### src/rtl/dispatch_pkg.sv
// Shared decode constants and the dispatch uop bundle.
package dispatch_pkg;

    localparam int XLEN      = 32;
    localparam int ROB_TAG_W = 6;

    localparam logic [6:0] OPC_OP     = 7'b0110011;
    localparam logic [6:0] OPC_OP_IMM = 7'b0010011;
    localparam logic [6:0] OPC_LUI    = 7'b0110111;
    localparam logic [6:0] OPC_BRANCH = 7'b1100011;
    localparam logic [6:0] OPC_JAL    = 7'b1101111;
    localparam logic [6:0] OPC_JALR   = 7'b1100111;
    localparam logic [6:0] OPC_LOAD   = 7'b0000011;
    localparam logic [6:0] OPC_STORE  = 7'b0100011;

    typedef enum logic [2:0] {
        INST_NONE       = 3'd0,
        INST_INTEGER    = 3'd1,
        INST_BRANCH     = 3'd2,
        INST_LOAD_STORE = 3'd3,
        INST_ILLEGAL    = 3'd7
    } inst_type_e;

    localparam int RS_INT = 2;
    localparam int RS_BR  = 1;
    localparam int RS_LS  = 0;

    typedef struct packed {
        logic [3:0]           op;
        logic [ROB_TAG_W-1:0] rob_tag;
        logic                 v1;
        logic [XLEN-1:0]      op1;
        logic                 v2;
        logic [XLEN-1:0]      op2;
        logic [XLEN-1:0]      pc;
        logic [XLEN-1:0]      offset;
    } uop_t;

endpackage

### src/rtl/dispatch_decode.sv
// Combinational decode of the buffer head into station target and uop fields.
module dispatch_decode
    import dispatch_pkg::*;
(
    input  logic [31:0]     inst,
    output logic [2:0]      tgt,
    output logic [3:0]      op,
    output logic [4:0]      src_reg1,
    output logic [4:0]      src_reg2,
    output logic            use1,
    output logic            use2,
    output logic [XLEN-1:0] imm,
    output logic [XLEN-1:0] offset,
    output logic            use_pc,
    output logic [4:0]      arf_dest,
    output inst_type_e      inst_type,
    output logic            legal
);

    logic [6:0]      opc;
    logic [2:0]      f3;
    logic [4:0]      rd, rs1, rs2;
    logic [XLEN-1:0] i_imm, s_imm, b_imm, j_imm, u_imm;

    assign opc = inst[6:0];
    assign rd  = inst[11:7];
    assign f3  = inst[14:12];
    assign rs1 = inst[19:15];
    assign rs2 = inst[24:20];

    assign i_imm = XLEN'($signed(inst[31:20]));
    assign s_imm = XLEN'($signed({inst[31:25], inst[11:7]}));
    assign b_imm = XLEN'($signed({inst[31], inst[7], inst[30:25],
                                  inst[11:8], 1'b0}));
    assign j_imm = XLEN'($signed({inst[31], inst[19:12], inst[20],
                                  inst[30:21], 1'b0}));
    assign u_imm = XLEN'($signed({inst[31:12], 12'b0}));

    always_comb begin
        tgt       = '0;
        op        = '0;
        src_reg1  = '0;
        src_reg2  = '0;
        use1      = 1'b0;
        use2      = 1'b0;
        imm       = '0;
        offset    = '0;
        use_pc    = 1'b0;
        arf_dest  = '0;
        inst_type = INST_ILLEGAL;
        legal     = 1'b1;
        unique case (1'b1)
            opc == OPC_OP: begin
                tgt[RS_INT] = 1'b1;
                op          = {f3, inst[30]};
                src_reg1    = rs1;
                src_reg2    = rs2;
                use1        = 1'b1;
                use2        = 1'b1;
                arf_dest    = rd;
                inst_type   = INST_INTEGER;
            end
            opc == OPC_OP_IMM: begin
                tgt[RS_INT] = 1'b1;
                op          = {f3, 1'b0};
                src_reg1    = rs1;
                use1        = 1'b1;
                imm         = i_imm;
                arf_dest    = rd;
                inst_type   = INST_INTEGER;
            end
            opc == OPC_LUI: begin
                tgt[RS_INT] = 1'b1;
                imm         = u_imm;
                arf_dest    = rd;
                inst_type   = INST_INTEGER;
            end
            opc == OPC_BRANCH: begin
                tgt[RS_BR] = 1'b1;
                op         = {1'b1, f3};
                src_reg1   = rs1;
                src_reg2   = rs2;
                use1       = 1'b1;
                use2       = 1'b1;
                offset     = b_imm;
                use_pc     = 1'b1;
                inst_type  = INST_BRANCH;
            end
            opc == OPC_JAL: begin
                tgt[RS_BR] = 1'b1;
                offset     = j_imm;
                use_pc     = 1'b1;
                arf_dest   = rd;
                inst_type  = INST_BRANCH;
            end
            opc == OPC_JALR: begin
                tgt[RS_BR] = 1'b1;
                op         = 4'b1100;
                src_reg1   = rs1;
                use1       = 1'b1;
                offset     = i_imm;
                use_pc     = 1'b1;
                arf_dest   = rd;
                inst_type  = INST_BRANCH;
            end
            opc == OPC_LOAD: begin
                tgt[RS_LS] = 1'b1;
                op         = {1'b0, f3};
                src_reg1   = rs1;
                use1       = 1'b1;
                offset     = i_imm;
                arf_dest   = rd;
                inst_type  = INST_LOAD_STORE;
            end
            opc == OPC_STORE: begin
                tgt[RS_LS] = 1'b1;
                op         = {1'b1, f3};
                src_reg1   = rs1;
                src_reg2   = rs2;
                use1       = 1'b1;
                use2       = 1'b1;
                offset     = s_imm;
                inst_type  = INST_LOAD_STORE;
            end
            default: legal = 1'b0;
        endcase
    end

endmodule

### src/rtl/dispatch_queue.sv
// Fetch buffer with head decode and one-per-cycle RS/ROB dispatch.
// DISPATCH_ILLEGAL_TRAP_EN: forward unknown opcodes to the ROB as INST_ILLEGAL.
module dispatch_queue #(
    parameter int XLEN      = 32,
    parameter int ROB_TAG_W = 6,
    parameter int DEPTH     = 4
) (
    input  logic                  clk,
    input  logic                  reset_n,
    input  logic                  flush,
    input  logic                  fetch_valid,
    output logic                  fetch_ready,
    input  logic [XLEN-1:0]       fetch_pc,
    input  logic [31:0]           fetch_inst,
    input  logic                  fetch_pred_taken,
    output logic [4:0]            src_reg1,
    output logic [4:0]            src_reg2,
    input  logic [XLEN:0]         src_data1,
    input  logic [XLEN:0]         src_data2,
    output logic [2:0]            rs_valid,
    input  logic [2:0]            rs_ready,
    output dispatch_pkg::uop_t    rs_uop,
    output logic                  rob_alloc_valid,
    input  logic                  rob_alloc_ready,
    input  logic [ROB_TAG_W-1:0]  rob_free_tag,
    output logic [3+XLEN+5+1-1:0] rob_data,
    output logic                  dp_stall
);
    import dispatch_pkg::*;

    localparam int PW = $clog2(DEPTH);
    localparam int CW = PW + 1;

    logic [PW-1:0]   rd_ptr, wr_ptr;
    logic [CW-1:0]   count;
    logic [XLEN-1:0] pc_q   [DEPTH];
    logic [31:0]     inst_q [DEPTH];
    logic            pred_q [DEPTH];

    logic            head_valid, push, fire, live;
    logic            rs_ok, rob_ok, rob_req;
    logic [31:0]     dec_inst;
    logic [2:0]      d_tgt;
    logic [3:0]      d_op;
    logic            d_use1, d_use2, d_use_pc, d_legal;
    logic [XLEN-1:0] d_imm, d_offset;
    logic [4:0]      d_rd;
    inst_type_e      d_type;
    uop_t            uop;

    assign head_valid  = count != '0;
    assign fetch_ready = count < CW'(DEPTH);
    assign push        = fetch_valid && fetch_ready && !flush;
    assign dec_inst    = head_valid ? inst_q[rd_ptr] : '0;

    dispatch_decode u_dec (
        .inst      (dec_inst),
        .tgt       (d_tgt),
        .op        (d_op),
        .src_reg1  (src_reg1),
        .src_reg2  (src_reg2),
        .use1      (d_use1),
        .use2      (d_use2),
        .imm       (d_imm),
        .offset    (d_offset),
        .use_pc    (d_use_pc),
        .arf_dest  (d_rd),
        .inst_type (d_type),
        .legal     (d_legal)
    );

    // Unknown opcodes have no station, so the RS side is treated as ready.
    assign rs_ok = d_legal ? |(d_tgt & rs_ready) : 1'b1;
`ifdef DISPATCH_ILLEGAL_TRAP_EN
    assign rob_ok  = rob_alloc_ready;
    assign rob_req = 1'b1;
`else
    assign rob_ok  = d_legal ? rob_alloc_ready : 1'b1;
    assign rob_req = d_legal;
`endif

    assign live            = head_valid && !flush;
    assign fire            = live && rs_ok && rob_ok;
    assign rs_valid        = d_tgt & {3{live && rob_ok}};
    assign rob_alloc_valid = live && rob_req && rs_ok;
    assign dp_stall        = live && !fire;

    always_comb begin
        uop = '0;
        if (head_valid) begin
            uop.op      = d_op;
            uop.rob_tag = rob_free_tag;
            uop.v1      = d_use1 ? src_data1[XLEN] : 1'b1;
            uop.op1     = d_use1 ? src_data1[XLEN-1:0] : '0;
            uop.v2      = d_use2 ? src_data2[XLEN] : 1'b1;
            uop.op2     = d_use2 ? src_data2[XLEN-1:0] : d_imm;
            uop.pc      = d_use_pc ? pc_q[rd_ptr] : '0;
            uop.offset  = d_offset;
        end
    end

    assign rs_uop   = uop;
    assign rob_data = head_valid ?
                      {d_type, pc_q[rd_ptr], d_rd, pred_q[rd_ptr]} : '0;

    always_ff @(posedge clk or negedge reset_n) begin
        if (!reset_n) begin
            rd_ptr <= '0;
            wr_ptr <= '0;
            count  <= '0;
        end else if (flush) begin
            rd_ptr <= '0;
            wr_ptr <= '0;
            count  <= '0;
        end else begin
            if (push) wr_ptr <= wr_ptr + 1'b1;
            if (fire) rd_ptr <= rd_ptr + 1'b1;
            count <= count + CW'(push) - CW'(fire);
        end
    end

    // Payload needs no reset; count gates every use of it.
    always_ff @(posedge clk) begin
        if (push) begin
            pc_q[wr_ptr]   <= fetch_pc;
            inst_q[wr_ptr] <= fetch_inst;
            pred_q[wr_ptr] <= fetch_pred_taken;
        end
    end

endmodule
### config.mk
export PLATFORM = sky130hd
export DESIGN_NAME = dispatch_queue
export DESIGN_NICKNAME = d
export VERILOG_FILES = /design/src/rtl/dispatch_pkg.sv /design/src/rtl/dispatch_decode.sv /design/src/rtl/dispatch_queue.sv
export SDC_FILE = /design/constraint.sdc
export NUM_CORES = 1
export LEC_CHECK = 0
export CORE_MARGIN = 1
export CORE_UTILIZATION = 43
export DETAILED_ROUTE_END_ITERATION = 6
export HOLD_SLACK_MARGIN = 0.02
export PLACE_DENSITY = 0.76
export SLEW_MARGIN = 20
export SYNTH_ARGS = -nofsm -noshare
export SYNTH_HDL_FRONTEND = slang
export SYNTH_SLANG_ARGS = --single-unit
### constraint.sdc
create_clock -name clk -period 3.7 [get_ports clk]
set_input_delay 0.74 -clock clk [delete_from_list [all_inputs] [get_ports clk]]
set_output_delay 0.74 -clock clk [all_outputs]
set_load 0.05 [all_outputs]
After elaboration in Yosys (flattened, before gate mapping)
Memories as Yosys holds them, arrays and structs flattened.
Cells that the tools add are included.
{"block": "word_totals", "register_bits": 7, "ramBits": 260, "in_bits": 145, "output_inout_bits": 197, "word_cells": 75, "memories": 3}
{"name": "inst_q", "words": 4, "word_bits": 32, "read_ports": 1, "rd_clocked_by_memory_dff": 0, "wr": 1, "line_no": "dispatch_queue.sv:37", "rtl": "logic [31:0] inst_q [DEPTH];"}
{"name": "pc_q", "words": 4, "word_bits": 32, "read_ports": 1, "rd_clocked_by_memory_dff": 0, "wr": 1, "line_no": "dispatch_queue.sv:36", "rtl": "logic [XLEN-1:0] pc_q [DEPTH];"}
{"name": "pred_q", "words": 4, "word_bits": 1, "read_ports": 1, "rd_clocked_by_memory_dff": 0, "wr": 1, "line_no": "dispatch_queue.sv:38", "rtl": "logic pred_q [DEPTH];"}
{"block": "op_classes", "addsub": 4, "order_cmp": 1, "n_eq_ne": 8, "n_mux": 30, "bitwise_logic": 2, "reduce_logical": 24}
{"operator": "$mux 140", "count": 1}
{"operator": "$mux 32", "count": 4}
{"operator": "$pmux 32 s4", "count": 1}
{"operator": "$pmux 32 s2", "count": 1}
{"operator": "$mux 41", "count": 1}
{"operator": "$eq 7x6->1 const B", "count": 3}
{"operator": "$eq 7x7->1 const B", "count": 3}
{"operator": "$pmux 4 s5", "count": 1}
{"operator": "$mux 5", "count": 3}
{"operator": "$mux 1", "count": 12}
{"operator": "$reduce_or 3->1", "count": 4}
{"operator": "$reduce_or 6->1", "count": 2}
{"operator": "$logic_and 1x1->1", "count": 9}
{"operator": "$pmux 3 s3", "count": 1}
{"operator": "$mux 2", "count": 4}
{"operator": "$reduce_or 8->1", "count": 1}
{"operator": "$eq 7x2->1 const B", "count": 1}
{"operator": "$eq 7x5->1 const B", "count": 1}
{"operator": "$and 3x3->3", "count": 2}
{"operator": "$reduce_or 2->1", "count": 3}
{"operator": "$add 2x1->2 const B", "count": 2}
{"operator": "$reduce_bool 2->1", "count": 2}
{"operator": "$add 3x1->3", "count": 1}
{"operator": "$lt 3x3->1 const B", "count": 1}
{"operator": "other kinds (4)", "count": 5}

Logic depth before layout (Yosys ltp)
Gate-level depths: netlist of run 1.
{"block": "logic_depth", "depth_word": 12, "mapped_depth": 17, "mapped_depth_nobuf": 15}

By module
From an unflattened synthesis of run 1, not the netlist that was laid out.
{"block": "unflattened", "cells_unflattened": 855, "area_unflattened_um2": 12756.0}
{"mod": "dispatch_queue", "instances": 1, "cells_each": 677, "area_per_inst_um2": 11677.4, "seq_area_each_um2": 7982.7}
{"mod": "dispatch_decode", "instances": 1, "cells_each": 178, "area_per_inst_um2": 1078.5, "seq_area_each_um2": 0.0}

Worst setup path before layout of run 1
No wires, ideal clock.
{"block": "synth_timing", "path_type": "register -> output", "start": "reg rd_ptr[0]", "end": "out rs_uop[21] in the netlist's numbering", "t_arrival_ps": 3607, "t_required_ps": 2960, "path_slack_ps": -647, "stages_incl_launch_ff": 9, "n_path_buf": 3, "cell_sequence": "dfrtp_1 buf_6 buf_6 mux4_2 or3_1 or3_1 and2_1 nor2b_1 buf_4"}
{"item": "start, declared", "line_no": "dispatch_queue.sv:34", "rtl": "logic [PW-1:0] rd_ptr, wr_ptr;"}
{"item": "start signal, assigned", "line_no": "dispatch_queue.sv:117", "rtl": "if (fire) rd_ptr <= rd_ptr + 1'b1;"}
{"item": "end, declared", "line_no": "dispatch_queue.sv:22", "rtl": "output dispatch_pkg::uop_t rs_uop,"}

==> run_results.csv, run 1 <==
group,metric,value,unit
outcome,run_status,"finished, violations left",
outcome,violations,"setup timing",
placement,place_ws,-0.0182,ns
yosys,yosysUniqueCellTypes,44,
layout,stdcell_count,1496,
yosys,synthFlopType,"edfxtp_1",
clocking,cts_root_buf,"clkbuf_16",
sta,worst_slack,-0.148,ns
sta,skew,0.00681,ns
sta,slew_viol_final,0,
clocking,cts_tree,"done",
drt,wl_per_cell,23.5,microns
clocking,insertion_delay,0.52,ns
yosys,synth_mux_area_share,12.5,%
placement,io_buffers,341,
global_route,gr-usage-all-layers,23.4,%
clocking,cts_num_sinks,267,
critical_path,crit_family,"simple AND/OR/NAND/NOR gates",
sta,tightest_slew,0.568,ns
power_and_ir_drop,p_per_area,597,mW/mm^2
sta,min_period,3.85,ns
critical_path,end_kind,"output port",
yosys,synthSimpleGateAreaFrac,12.0,%
clocking,htreeDepth,1,
power_and_ir_drop,switching_power,4.09,mW
drt,drt-initial-drc-count,473,
power_and_ir_drop,switching_share,36.3,%
clocking,cts_buffers,27,
clocking,clockBufferDepth,3,
sta,setup_viol,74,
layout,drive_gt1_share,41.6,%
yosys,synth_cells,739,
yosys,synth_fa_ha_area_share,0.807,%
sta,finalCritPeriodShare,104,%
critical_path,required,2.96,ns
yosys,synth_top_family_by_area,"multiplexers",
critical_path,critPathMaxStageDelay,0.54,ns
power_and_ir_drop,p_total,11.3,mW
sta,max_slew_margin,62.3,%
die,die_y,168,microns
layout,area_delta_synth_final,60.4,%
drt,wirelength,35200,microns
global_route,grt.overflow.total,0,
critical_path,crit_type,"reg2out",
critical_path,critPathSlowestCell,"mux4_2",
clocking,hold_buffers,0,
yosys,yosysWarnings,0,
yosys,ys_seq_elements,267,
die,core_area,0.0270,sq mm
yosys,synth_edf_count,260,
critical_path,cp.arrival,3.11,ns
yosys,synth_compound_area_share,3.89,%
drt,vias_per_cell,5.49,
die,die_w,168,microns
critical_path,path_cells,"mux4_2 -> or2_4 -> or3_4 -> a211o_4 -> buf_4 -> nor2_2 -> a21oi_2 -> buf_12",
placement,dpl.cell_count,1401,
yosys,synthTopCellsByArea,"edfxtp_1 66%, mux4_2 12%, and2_1 4.7%, nor2b_1 2.7%, nor2_1 1.7%",
global_route,grt_max_degree,66,
drt,final_antenna_net_count,0,
clocking,path_clk_slew,0.06,ns
critical_path,path_max_fanout,6,
critical_path,crit_path_start_kind,"register",
sta,rsz0062_at_grt,"yes",
sta,fmax,0.260,GHz
placement,gp_congestion,0.910,
yosys,yosysTopAreaCellShare,66.3,%
power_and_ir_drop,p_int,7.19,mW
power_and_ir_drop,clkPwrFrac,23.4,%
layout,final_nets,1283,
die,ios,342,
yosys,yosysSeqAreaShare,67.8,%
power_and_ir_drop,p_seq_share,31.7,%
placement,hpwl,22800,microns
yosys,synth.largest_area_cell,"edfxtp_1",
sta,holdWs,0.504,ns
layout,final_common_cell,"edfxtp_1",
die,placementRows,60,
critical_path,cp_num_buf_inv,2,
drt,vias,8218,
drt,drt_first_pass_iters,6,
yosys,postSynthAreaPerCell,15.9,sq um
yosys,synth_xor_area_share,0.223,%
hold_path,hold_class,"in2async",
yosys,synth.net_count,891,
global_route,grt_antenna_before_repair,10,
drt,drc_errors,0,
yosys,netlist_area,0.0118,sq mm
layout,layout_common_cells,"260 x edfxtp_1, 151 x clkdlybuf4s50_1, 129 x buf_12",
run,maxCapViolations,0,
power_and_ir_drop,peakVddDrop,0.602,mV
die,die_area,0.0281,sq mm
sta,setup_tns,-5.52,ns
sta,hold_viol_final,0,
global_route,grt_pass1_wl,49000,microns
die,initial_core_util,43.7,%
power_and_ir_drop,pwr-share-comb,44.9,%
global_route,grt_pass1_vias,8187,
yosys,synth-async-reset-ratio,2.62,%
power_and_ir_drop,p_leak,6.83,nW
[what timing repair did]
action	CTS	global route
endpoints found under the setup margin	185	131
resized for setup	115	124
pin swaps	7	11
buffers inserted	13	22
cloned	1	6
[layout make-up]
type	instances	area [sq um]
inverters	7	26.3
well taps	341	427
repair buffers	417	5380
clock buffers	30	687
multi-input cells	411	4190
diodes	7	17.5
fillers	1641	8050
clock inverters	16	175
flip-flops and latches	267	7990
[synth_stat cells (2+ instances only)]
cell type	number
a21o_1	9
a21oi_1	25
a221o_1	2
a22o_1	12
a31oi_1	2
and2_1	89
and3_1	3
buf_1	5
buf_2	6
buf_4	11
buf_6	7
clkbuf_1	24
dfrtp_1	7
edfxtp_1	260
ha_1	6
inv_1	7
mux4_2	65
nand2_1	48
nand2b_1	5
nand3_1	2
nor2_1	53
nor2b_1	50
nor3_1	7
nor4_1	2
o21ai_0	9
or3_1	4
xnor2_1	2
[path summary, 6_finish.rpt]
kind | start | to | slack (ns) | cells after the start
min | reset_n | count[1] | 0.50 | 1
min in group clk | wr_ptr[0] | wr_ptr[0] | 0.64 | 2
max in group asynchronous | reset_n | rd_ptr[1] | 2.89 | 1
max | rd_ptr[0] | rs_uop[94] | -0.15 | 8
min reg2reg | wr_ptr[0] | wr_ptr[0] | 0.64 | 2
max reg2reg | rd_ptr[0] | count[2] | 0.06 | 17
[power by group through the flow]
stage                     Sequential, mW  Combinational [mW]  Clock, mW
after floorplan                     3.61                2.91          0
after global placement              3.63                4.58          0
after detailed placement            3.64                4.60          0
after CTS                           3.58                4.74       2.71
after global routing                3.59                5.29       2.81
final                               3.58                5.07       2.64
[per-stage QoR]
step	area, sq um	utilization, %
detailed placement	16800	62.5
global route	18900	70.1
CTS	18200	67.4
global placement	16800	62.5
finish	18900	70.1
floorplan	11900	-
[worst reg2reg max path, stage by stage, from the launching register on]
cell and delay [ns]:
dfrtp_4 0.46, mux4_2 0.53, buf_4 0.20, nor2_1 0.19
nand2_2 0.10, buf_4 0.14, nor3_2 0.20, a221o_1 0.25
nand2_2 0.08, a21boi_1 0.16, ha_1 0.24, inv_1 0.06
ha_1 0.13, inv_1 0.05, fa_1 0.39, xor2_1 0.16
xnor2_1 0.13, nor2_1 0.05
[cell families (layout without fill, tap and decap cells)]
family	count (synthesis)	after routing
fa+ha+maj	7	7
compound gates	68	68
buf+inv	61	470
flops	267	267
xor+xnor	3	3
other cells	0	7
simple gates	267	267
mux	66	66
[per-layer routing]
| layer | part of all wire [%] | track usage (%) |
|---|---|---|
| met1 | 36 | 27.5 |
| met2 | 52 | 41.3 |
| met3 | 7.8 | 5.58 |
| met4 | 4.5 | 9.05 |
| met5 | 0.065 | 0 |
[sequential cells by signal, summed over array words and instances, names as in the netlist]
signal,count
inst_q,128
count,3
wr_ptr,2
pc_q,128
pred_q,4
rd_ptr,2
No activity file was read; power rests on OpenSTA's default activity.
==> run 2, diff against run 1 <==
--- a/config.mk
+++ b/config.mk
@@ -7,9 +7,11 @@
 export LEC_CHECK = 0
 export CORE_MARGIN = 1
 export CORE_UTILIZATION = 43
+export CTS_CLUSTER_DIAMETER = 200
 export DETAILED_ROUTE_END_ITERATION = 6
 export HOLD_SLACK_MARGIN = 0.02
 export PLACE_DENSITY = 0.76
+export REMOVE_ABC_BUFFERS = 1
 export SLEW_MARGIN = 20
 export SYNTH_ARGS = -nofsm -noshare
 export SYNTH_HDL_FRONTEND = slang
==> run_results.csv, run 2 (synthesized netlist as in run 1, its figures left out) <==
group,metric,value,unit
outcome,run_status,"finished, violations left",
outcome,violations,"setup timing",
sta,fmax,0.251,GHz
clocking,cts_buffers,26,
sta,setup_viol,103,
layout,final_nets,1293,
critical_path,crit_type,"reg2out",
sta,min_period,3.99,ns
layout,nFillCells,1652,
drt,drc_errors,0,
critical_path,end_kind,"output port",
power_and_ir_drop,clkPwrFrac,24.7,%
power_and_ir_drop,switching_share,36.2,%
die,ios,342,
clocking,hold_buffers,0,
global_route,grt_pass1_vias,8224,
power_and_ir_drop,switching_power,4.12,mW
drt,vias_per_cell,5.49,
critical_path,required,2.96,ns
power_and_ir_drop,peakVddDrop,0.511,mV
sta,skew,0.0195,ns
drt,final_antenna_net_count,0,
critical_path,path_max_fanout,7,
sta,rsz0062_at_grt,"yes",
clocking,htreeDepth,1,
power_and_ir_drop,p_seq_share,31.4,%
die,die_area,0.0281,sq mm
global_route,grt.overflow.total,0,
critical_path,cp_num_buf_inv,5,
placement,gp_congestion,0.897,
layout,area_delta_synth_final,65.2,%
critical_path,cp.arrival,3.25,ns
sta,worst_slack,-0.292,ns
critical_path,crit_cells,11,
clocking,clockBufferDepth,3,
placement,dpl.cell_count,1412,
placement,io_buffers,341,
layout,final_common_cell,"edfxtp_1",
layout,layout_common_cells,"260 x edfxtp_1, 167 x buf_12, 151 x clkdlybuf4s50_1",
layout,stdcell_count,1521,
sta,hold_viol_final,0,
power_and_ir_drop,p_per_area,585,mW/mm^2
clocking,cts_num_sinks,267,
clocking,cts_tree,"done",
power_and_ir_drop,p_leak,6.98,nW
clocking,insertion_delay,0.53,ns
critical_path,r2r_cells,16,
placement,place_ws,-0.0341,ns
critical_path,crit_path_start_kind,"register",
die,die_y,168,microns
run,maxCapViolations,0,
critical_path,crit_family,"simple AND/OR/NAND/NOR gates",
sta,max_slew_margin,54.0,%
sta,slew_viol_final,0,
layout,reg.largest.list,"inst_q (128), pc_q (128), pred_q (4)",
clocking,path_clk_slew,0.07,ns
placement,hpwl,24600,microns
die,placementRows,60,
sta,tightest_slew,0.690,ns
hold_path,hold_class,"in2async",
critical_path,cpMostUsedCell,"buf_4",
global_route,grt_max_degree,66,
drt,wirelength,36600,microns
power_and_ir_drop,p_int,7.27,mW
critical_path,critPathMaxStageDelay,0.52,ns
global_route,gr-usage-all-layers,24.1,%
critical_path,path_cells,"buf_4 -> buf_6 -> mux4_2 -> buf_4 -> nor4_1 -> a31oi_1 -> nor3_2 -> nand2_1 -> o21ai_2 -> buf_4 -> buf_12",
drt,drt_first_pass_iters,4,
die,die_w,168,microns
drt,vias,8354,
die,initial_core_util,43.7,%
sta,finalCritPeriodShare,108,%
die,core_area,0.0270,sq mm
global_route,grt_pass1_wl,50300,microns
critical_path,critPathSlowestCell,"dfrtp_4",
layout,drive_gt1_share,41.6,%
power_and_ir_drop,pwr-share-comb,43.9,%
drt,drt-initial-drc-count,509,
drt,wl_per_cell,24.1,microns
global_route,grt_antenna_before_repair,22,
clocking,cts_root_buf,"clkbuf_16",
-- run 2: changes by cell type in the layout (fill, tap and decap cells not counted), sizes merged --
cell          delta
buf             +11
dlymetal6s2s     -5
bufinv           +1
dlygate4sd2      +5
clkinvlp         +2
inv              -1
diode           +12
-- run 2: per-layer routing --
layer	part of all wire, %	up-vias	global-route usage [%]	wire length, microns
met5	0.16	-	0	59
met4	4.8	8	12.6	1770
met3	7.0	92	5.53	2560
met2	52	408	41.0	19200
met1	36	4241	28.7	13000
li1	-	3605	-	-
-- run 2: what timing repair did --
| item | in CTS | in global routing |
|---|---|---|
| endpoints found under the setup margin | 129 | 117 |
| pin swaps | 18 | 35 |
| gates cloned | 3 | 5 |
| resized for setup | 131 | 102 |
| buffers inserted | 15 | 21 |
-- run 2: final timing paths --
path / from / endpoint / slack (ns)
setup / recovery: rd_ptr[0] / rs_uop[1] / -0.29
max in group asynchronous: reset_n / rd_ptr[1] / 2.90
min in group clk: count[1] / count[2] / 0.63
hold reg to reg: count[1] / count[2] / 0.63
hold / removal: reset_n / count[1] / 0.49
setup reg to reg: rd_ptr[0] / count[2] / 0.02
-- run 2: power by group through the flow --
stage,registers [mW],logic (mW),clock network [mW]
detailed placement,3.65,4.59,0
finish,3.58,5.00,2.81
global route,3.59,5.21,2.97
global placement,3.63,4.56,0
floorplan,3.81,2.66,0
CTS,3.58,4.67,2.86
-- run 2: metrics by stage --
step / utilization, % / total power, mW / hold slack, ns / instance area (sq um) / setup TNS (ns)
after global routing: 72.2 / 11.8 / 0.507 / 19500 / -19.90
after CTS: 69.8 / 11.1 / 0.487 / 18800 / -9.62
after floorplan: - / 6.47 / 0.444 / 11500 / -488.18
final: 72.2 / 11.4 / 0.495 / 19500 / -11.25
after detailed placement: 64.3 / 8.23 / 0.616 / 17300 / -0.0341
after global placement: 64.3 / 8.20 / 0.597 / 17300 / -0.351
-- run 2: layout make-up --
class / instances / area [sq um] / share of cell area (%)
multi-input combinational: 411 / 4110 / 21.1
antenna: 19 / 47.5 / 0.244
clock buffer: 30 / 707 / 3.63
tap: 341 / 427 / 2.19
clock inverter: 18 / 219 / 1.13
sequential: 267 / 7990 / 41.1
timing repair buffer: 428 / 5930 / 30.5
inverter: 7 / 26.3 / 0.135
==> run 3, diff against run 2 <==
--- a/config.mk
+++ b/config.mk
@@ -5,12 +5,14 @@
 export SDC_FILE = /design/constraint.sdc
 export NUM_CORES = 1
 export LEC_CHECK = 0
+export CELL_PAD_IN_SITES_DETAIL_PLACEMENT = 0
+export CELL_PAD_IN_SITES_GLOBAL_PLACEMENT = 1
 export CORE_MARGIN = 1
-export CORE_UTILIZATION = 43
-export CTS_CLUSTER_DIAMETER = 200
+export CORE_UTILIZATION = 35
 export DETAILED_ROUTE_END_ITERATION = 6
+export GPL_ROUTABILITY_DRIVEN = 0
 export HOLD_SLACK_MARGIN = 0.02
-export PLACE_DENSITY = 0.76
+export PLACE_DENSITY_LB_ADDON = 0.1
 export REMOVE_ABC_BUFFERS = 1
 export SLEW_MARGIN = 20
 export SYNTH_ARGS = -nofsm -noshare
==> run_results.csv, run 3 (synthesized netlist as in run 1, its figures left out) <==
group,metric,value,unit
outcome,run_status,"finished, violations left",
outcome,violations,"setup timing",
die,placementRows,66,
clocking,cts_tree,"done",
critical_path,critPathMaxStageDelay,0.54,ns
sta,min_period,3.91,ns
clocking,cts_root_buf,"clkbuf_16",
drt,vias_per_cell,4.90,
sta,finalCritPeriodShare,106,%
run,maxCapViolations,0,
clocking,cts_buffers,28,
drt,wirelength,34000,microns
layout,drive_gt1_share,43.7,%
critical_path,cp.arrival,3.17,ns
power_and_ir_drop,peakVddDrop,0.412,mV
layout,final_common_cell,"edfxtp_1",
drt,wl_per_cell,21.1,microns
sta,setup_tns,-14.09,ns
global_route,grt_pass1_vias,7926,
drt,drc_errors,0,
critical_path,crit_path_start_kind,"register",
critical_path,path_cells,"mux4_2 -> or3_4 -> buf_6 -> buf_4 -> buf_6 -> o21ai_4 -> buf_12 -> buf_12 -> buf_16 -> and2_4 -> buf_12",
critical_path,crit_type,"reg2out",
power_and_ir_drop,p_per_area,562,mW/mm^2
global_route,gr-usage-all-layers,19.2,%
critical_path,end_kind,"output port",
layout,final_nets,1296,
placement,hpwl,23000,microns
sta,tightest_slew,0.564,ns
global_route,grt_max_degree,36,
layout,reg.largest.list,"inst_q (128), pc_q (128), pred_q (4)",
placement,placed_area,0.0174,sq mm
sta,max_slew_margin,62.5,%
critical_path,path_max_fanout,7,
drt,drt_first_pass_iters,5,
drt,vias,7884,
global_route,grt_pass1_wl,48700,microns
clocking,hold_buffers,0,
clocking,insertion_delay,0.53,ns
die,die_w,185,microns
layout,area_delta_synth_final,67.7,%
critical_path,critPathSlowestCell,"mux4_2",
power_and_ir_drop,p_leak,7.17,nW
sta,setup_viol,105,
drt,drt-initial-drc-count,426,
layout,layout_common_cells,"260 x edfxtp_1, 165 x buf_12, 151 x clkdlybuf4s50_1",
placement,io_buffers,341,
critical_path,cpMostUsedCell,"buf_12",
die,die_y,185,microns
sta,rsz0062_at_grt,"yes",
critical_path,required,2.96,ns
die,core_area,0.0329,sq mm
sta,skew,0.0118,ns
die,initial_core_util,35.8,%
drt,final_antenna_net_count,0,
global_route,grt_antenna_before_repair,3,
clocking,path_clk_slew,0.06,ns
clocking,htreeDepth,1,
layout,fin_area,0.0198,sq mm
clocking,cts_num_sinks,267,
sta,hold_viol_final,0,
die,die_area,0.0344,sq mm
die,ios,342,
hold_path,hold_class,"in2async",
sta,fmax,0.256,GHz
clocking,clockBufferDepth,3,
global_route,grt.overflow.total,0,
sta,worst_slack,-0.212,ns
sta,slew_viol_final,0,
==> run 3: cell count changes in the layout (fill, tap and decap cells not counted), sizes merged, moves of 2 or more <==
cell	before	now
diode	19	3
clkbuf	34	32
dlygate4sd2	29	15
dlymetal6s2s	4	18
clkinvlp	2	0
buf	240	243
bufinv	5	1
clkinv	11	18
==> run 3: power by group <==
part	leakage [nW]	switching, mW	total (mW)	internal [mW]
logic	4.30	2.85	4.94	2.09
registers	2.45	0.0784	3.59	3.51
clock network	0.427	1.08	2.56	1.48
==> run 3: routing by layer <==
| metal | vias up | routed length [microns] | GRT usage (%) |
|---|---|---|---|
| li1 | 3588 | - | - |
| met2 | 280 | 17600 | 34.7 |
| met5 | - | 13 | 0 |
| met1 | 3969 | 13200 | 22.7 |
| met4 | 2 | 710 | 5.06 |
| met3 | 45 | 2500 | 4.40 |
==> run 3: final timing paths <==
path	startpoint	to	slack, ns	cells after the start
max	rd_ptr[0]	rs_uop[100]	-0.21	11
max reg2reg	rd_ptr[0]	count[2]	0.09	15
max in group asynchronous	reset_n	rd_ptr[1]	2.88	1
min in group clk	wr_ptr[0]	wr_ptr[0]	0.63	2
min reg2reg	wr_ptr[0]	wr_ptr[0]	0.63	2
min	reset_n	wr_ptr[0]	0.50	1
==> run 3: layout make-up <==
type	instances	area [sq um]
Fill cell	2539	13100
Sequential cell	267	7990
Timing Repair Buffer	429	6080
Multi-Input combinational cell	411	4250
Clock buffer	30	729
Tap cell	442	553
Clock inverter	20	118
Inverter	7	26.3
Antenna cell	3	7.51
==> run 3: per-stage QoR <==
stage,std cells,power (mW),setup WS (ns),hold slack (ns),utilization [%]
after floorplan,685,6.47,-9.38,0.444,-
after global placement,1515,8.22,0.0998,0.610,53.1
after detailed placement,1515,8.23,0.0329,0.615,53.1
after CTS,1592,11.1,-0.264,0.487,59.0
after global routing,1607,11.6,-0.305,0.506,60.1
final,1609,11.1,-0.212,0.501,60.1
==> run 3: timing repair <==
| action | in CTS | in global routing |
|---|---|---|
| setup buffers | 18 | 15 |
| pin swaps | 47 | 21 |
| gates cloned | 9 | 2 |
| endpoints found under the setup margin | 171 | 168 |
| resized for setup | 194 | 99 |
==> run 3: worst max-delay path, delay by kind of cell, from the launching register on <==
family,cells,cell delay (ns)
buf+inv,7,0.88
compound gates,1,0.14
simple gates,2,0.57
flops,1,0.49
mux,1,0.54
